<file path="src/rtl/univ_shift_reg.sv">
// univ_shift_reg: WIDTH-bit universal shift register with parallel load,
// logical shifts, rotates, arithmetic right shift and an autonomous burst
// mode that serially replaces the whole word while streaming the old one out.
//
// Ports:
//   clk        rising-edge clock
//   reset      synchronous active-high reset, highest priority
//   en         command strobe, honoured only while not busy
//   mode       command select (hold/load/shl/shr/rol/ror/asr/burst)
//   din        parallel load data
//   sin_msb    serial input entering at MSB (right shifts, burst)
//   sin_lsb    serial input entering at LSB (left shift)
//   dout       registered contents
//   sout_msb   dout MSB
//   sout_lsb   dout LSB, the serial output stream during burst
//   busy       high while a burst is in progress
//   done       one-cycle pulse after the last burst shift
//   shift_cnt  burst shifts completed in the current or last burst
module univ_shift_reg #(
    parameter int WIDTH = 8,
    localparam int CNTW = $clog2(WIDTH + 1)
) (
    input  logic             clk,
    input  logic             reset,
    input  logic             en,
    input  logic [2:0]       mode,
    input  logic [WIDTH-1:0] din,
    input  logic             sin_msb,
    input  logic             sin_lsb,
    output logic [WIDTH-1:0] dout,
    output logic             sout_msb,
    output logic             sout_lsb,
    output logic             busy,
    output logic             done,
    output logic [CNTW-1:0]  shift_cnt
);
    typedef enum logic {IDLE, BURST} state_t;
    state_t state, state_nxt;
    logic [WIDTH-1:0] q_nxt;
    logic [CNTW-1:0] cnt_nxt;
    logic done_nxt;
    logic last;
    // the shift in progress when the counter reads WIDTH-1 is the final one
    assign last = shift_cnt == CNTW'(WIDTH - 1);
    assign busy = state == BURST;
    assign sout_msb = dout[WIDTH-1];
    assign sout_lsb = dout[0];
    always_comb begin
        state_nxt = state;
        q_nxt = dout;
        cnt_nxt = shift_cnt;
        done_nxt = 1'b0;
        if (state == BURST) begin
            q_nxt = {sin_msb, dout[WIDTH-1:1]};
            cnt_nxt = shift_cnt + 1'b1;
            state_nxt = last ? IDLE : BURST;
            done_nxt = last;
        end else if (en) begin
            case (mode)
                3'b001: q_nxt = din;
                3'b010: q_nxt = {dout[WIDTH-2:0], sin_lsb};
                3'b011: q_nxt = {sin_msb, dout[WIDTH-1:1]};
                3'b100: q_nxt = {dout[WIDTH-2:0], dout[WIDTH-1]};
                3'b101: q_nxt = {dout[0], dout[WIDTH-1:1]};
                3'b110: q_nxt = {dout[WIDTH-1], dout[WIDTH-1:1]};
                3'b111: begin
                    state_nxt = BURST;
                    cnt_nxt = '0;
                end
                default: q_nxt = dout;
            endcase
        end
    end
    always_ff @(posedge clk) begin
        if (reset) begin
            state <= IDLE;
            dout <= '0;
            done <= 1'b0;
            shift_cnt <= '0;
        end else begin
            state <= state_nxt;
            dout <= q_nxt;
            done <= done_nxt;
            shift_cnt <= cnt_nxt;
        end
    end
endmodule

</file>
<file path="config.mk">
export PLATFORM = sky130hd
export DESIGN_NAME = univ_shift_reg
export DESIGN_NICKNAME = d
export VERILOG_FILES = /design/src/rtl/univ_shift_reg.sv
export SDC_FILE = /design/constraint.sdc
export NUM_CORES = 1
export LEC_CHECK = 0
export ABC_AREA = 1
export ABC_CLOCK_PERIOD_IN_PS = 1170
export BUFFER_PORTS_ARGS = -buffer_cell sky130_fd_sc_hd__buf_2
export CAP_MARGIN = 15
export CORE_MARGIN = 4
export CORE_UTILIZATION = 44
export DETAILED_ROUTE_END_ITERATION = 8
export GPL_ROUTABILITY_DRIVEN = 0
export PLACE_DENSITY = 0.83
export SKIP_LAST_GASP = 1
export SYNTH_ARGS = -nofsm -noshare
export SYNTH_HDL_FRONTEND = slang
export SYNTH_SLANG_ARGS = --single-unit
</file>
<file path="constraint.sdc">
create_clock -name clk -period 1.17 [get_ports clk]
set_input_delay 0.234 -clock clk [delete_from_list [all_inputs] [get_ports clk]]
set_output_delay 0.234 -clock clk [all_outputs]
set_load 0.005 [all_outputs]
</file>
==> impl_metrics.toml <==
[status]
outcome = "finished, final reports clean"

[sta]
worst_pin_slew_ps = 246.7
fmax_mhz = 879.4
post-route-min-period_ps = 1137
fin_crit_sh = 0.9719
finalHoldViolations = 0
fin_ws_ps = 32.85
slew_viol_final = 0
setup_viol = 0
clock_skew_ps = 2.242
fin_tns_setup_ps = 0
relSlewSlack = 0.8355

[clock_tree]
numClockSinks = 14
htreeDepth = 1
cts_buffers = 3
cts_buffer_depth = 2
hold_buffers = 0
cts_tree = "yes"
clk_pin_slew_ps = 90
worstSkewPairLatency_ps = 280
root_buffer = "clkbuf_4"

[route]
wl_per_cell_um = 10.71
vias_per_cell = 5.005
ant_nets = 0
drt-total-wl_mm = 2.292
drt_first_pass_iters = 4
drcViolationCount = 0
vias = 1071
dr.first_iter.drc_count = 10

[floorplan]
ioPinCount = 32
core.rowCount = 16
die-width_um = 54.80
dieHeight_um = 54.80
die_area_mm2 = 0.003002
initial_utilization = 0.4765
core_mm2 = 0.002022

[cells_and_area]
stdcell_count = 214
seq_area_um2 = 284.0
area_delta_synth_final_pct = 24.03
diodes = 0
final_util = 0.5910
multiInputGateArea_um2 = 538.0
fillers = 194
layout_common_cells = "nand2_1 (34), buf_2 (31), nor2_1 (20)"
drive_gt1_frac = 0.3422
fin_nets = 205
final_common_cell = "nand2_1"

[run]
maxCapViolCount = 0

[worst_setup_path]
critPathArrivalTime_ps = 900
required_ps = 940
max_stage_delay_ps = 370
worst_r2r_path_depth = 4
r2r-start = "shift_cnt[0]"
startpoint = "busy"
critPathMaxFanout = 4
end_kind = "output port"
cp_cell_sequence = "buf_4 > buf_2"
path_class = "flip-flop to output port"
r2r_slack_ps = 70
cp-start-kind = "flip-flop"
r2r-end = "busy"
cp-endpoint = "busy"
slowest_stage = "dfxtp_4"

[grt]
grtUsageTotal = 0.1690
globalRouteMet3Util = 0.03815
antenna_found_initial = 0
use_met1 = 0.2062
gr-total-overflow = 0
use_met2 = 0.2894
grt_max_degree = 15
grt_pass1_wl_mm = 3.774
top_usage_layer = "met2"
grt_pass1_vias = 933

[synth]
yosysWarnings = 0
synth_fp_nets = 169
synthCells = 152
avgSynthCellArea_um2 = 6.338
ys_ff_latch = 14
synth-seq-area-share = 0.2909
synthDistinctLibCells = 28
netlist_area_um2 = 963.4

[place]
numPlacedInstances = 209
port_buffers = 31
place_ws_ps = -130.7
dpl.hpwl_mm = 1.805

[power]
ir_drop_v = 0.0006058
power_density_mw_per_mm2 = 999.6
leakage_nw = 0.6591

[hold_path]
hold_class = "input port to flip-flop"
sequential cells by signal (all words and copies together) (netlist names):
name,flops
shift_cnt,4
done,1
dout,8
busy,1
metal layers:
layer / part of all wire / wire length (um) / vias to the layer above
met5: 0 / 0 / -
met4: 0.0052 / 12 / 0
met3: 0.078 / 178 / 2
met2: 0.47 / 1078 / 33
met1: 0.45 / 1022 / 480
li1: - / - / 556
cell usage after synthesis:
cell type,count,area (um2)
buf_4,3,22.52
ha_1,1,12.51
inv_2,8,30.03
nand2_4,2,22.52
o21ai_0,7,35.03
o21bai_1,1,7.510
nand4_1,7,43.79
inv_1,15,56.30
nand2_2,2,12.51
nor3b_1,1,7.510
clkinv_2,1,5.000
a21oi_1,8,40.04
nand2_1,34,127.6
nor3_1,1,5.000
and2_1,1,6.260
nor2_4,1,11.26
dfxtp_1,14,280.3
and3_1,1,6.260
nor2_2,2,12.51
buf_2,1,5.000
buf_6,2,22.52
nand3_2,4,40.04
clkbuf_1,1,3.750
nand3_1,10,50.05
nor2_1,20,75.07
a31oi_1,1,6.260
o21ai_1,2,10.01
or2_2,1,6.260
how the worst min path moves through the flow:
stage | from | endpoint | slack (ps) | cells after the start
after global placement | shift_cnt[1] | shift_cnt[1] | 480 | 2
after global routing | din[6] | dout[6] | 270 | 5
after detailed placement | shift_cnt[1] | shift_cnt[1] | 490 | 2
after floorplan | din[6] | dout[6] | 440 | 4
after CTS | din[0] | dout[0] | 250 | 5
final | din[0] | dout[0] | 250 | 5
repair_timing:
item	in CTS	in global routing
resized for setup	1	1
endpoints found under the setup margin	1	2
buffers inserted	0	1
endpoints found under the hold margin	0	0
area by class of cell:
class	count	area share
multi-input cells	107	0.4503
flip-flops and latches	14	0.2377
repair buffers	38	0.1738
inverters	24	0.07958
clock buffers	4	0.03037
well taps	27	0.02827
power breakdown:
part | internal (mW) | total [mW] | leakage [nW] | switching [mW]
clock network | 0.189 | 0.356 | 0.0210 | 0.167
registers | 0.505 | 0.543 | 0.115 | 0.0374
logic | 0.126 | 0.296 | 0.523 | 0.170
total | 0.820 | 1.19 | 0.659 | 0.374
kinds of logic (layout without fill, tap and decap cells):
group	Yosys count	after routing	share of synthesized area
simple gates	87	87	0.4429
fa+ha+maj	1	1	0.01298
buf+inv	31	66	0.1506
compound gates	19	19	0.1026
flops	14	14	0.2909
stage by stage:
stage	cell area, um2	power [mW]	hold WS [ps]
after floorplan	967.2	0.7496	438.5
after global placement	1147	0.8383	483.8
after detailed placement	1147	0.8492	492.6
after CTS	1185	1.201	247.2
after global routing	1195	1.270	267.3
final	1195	1.194	253.4
critical path, delay by kind of cell (launching register included):
family / cells / cell delay, ps
buffers and inverters: 2 / 260
DFF: 1 / 370
(Power assumes the default switching activity.)
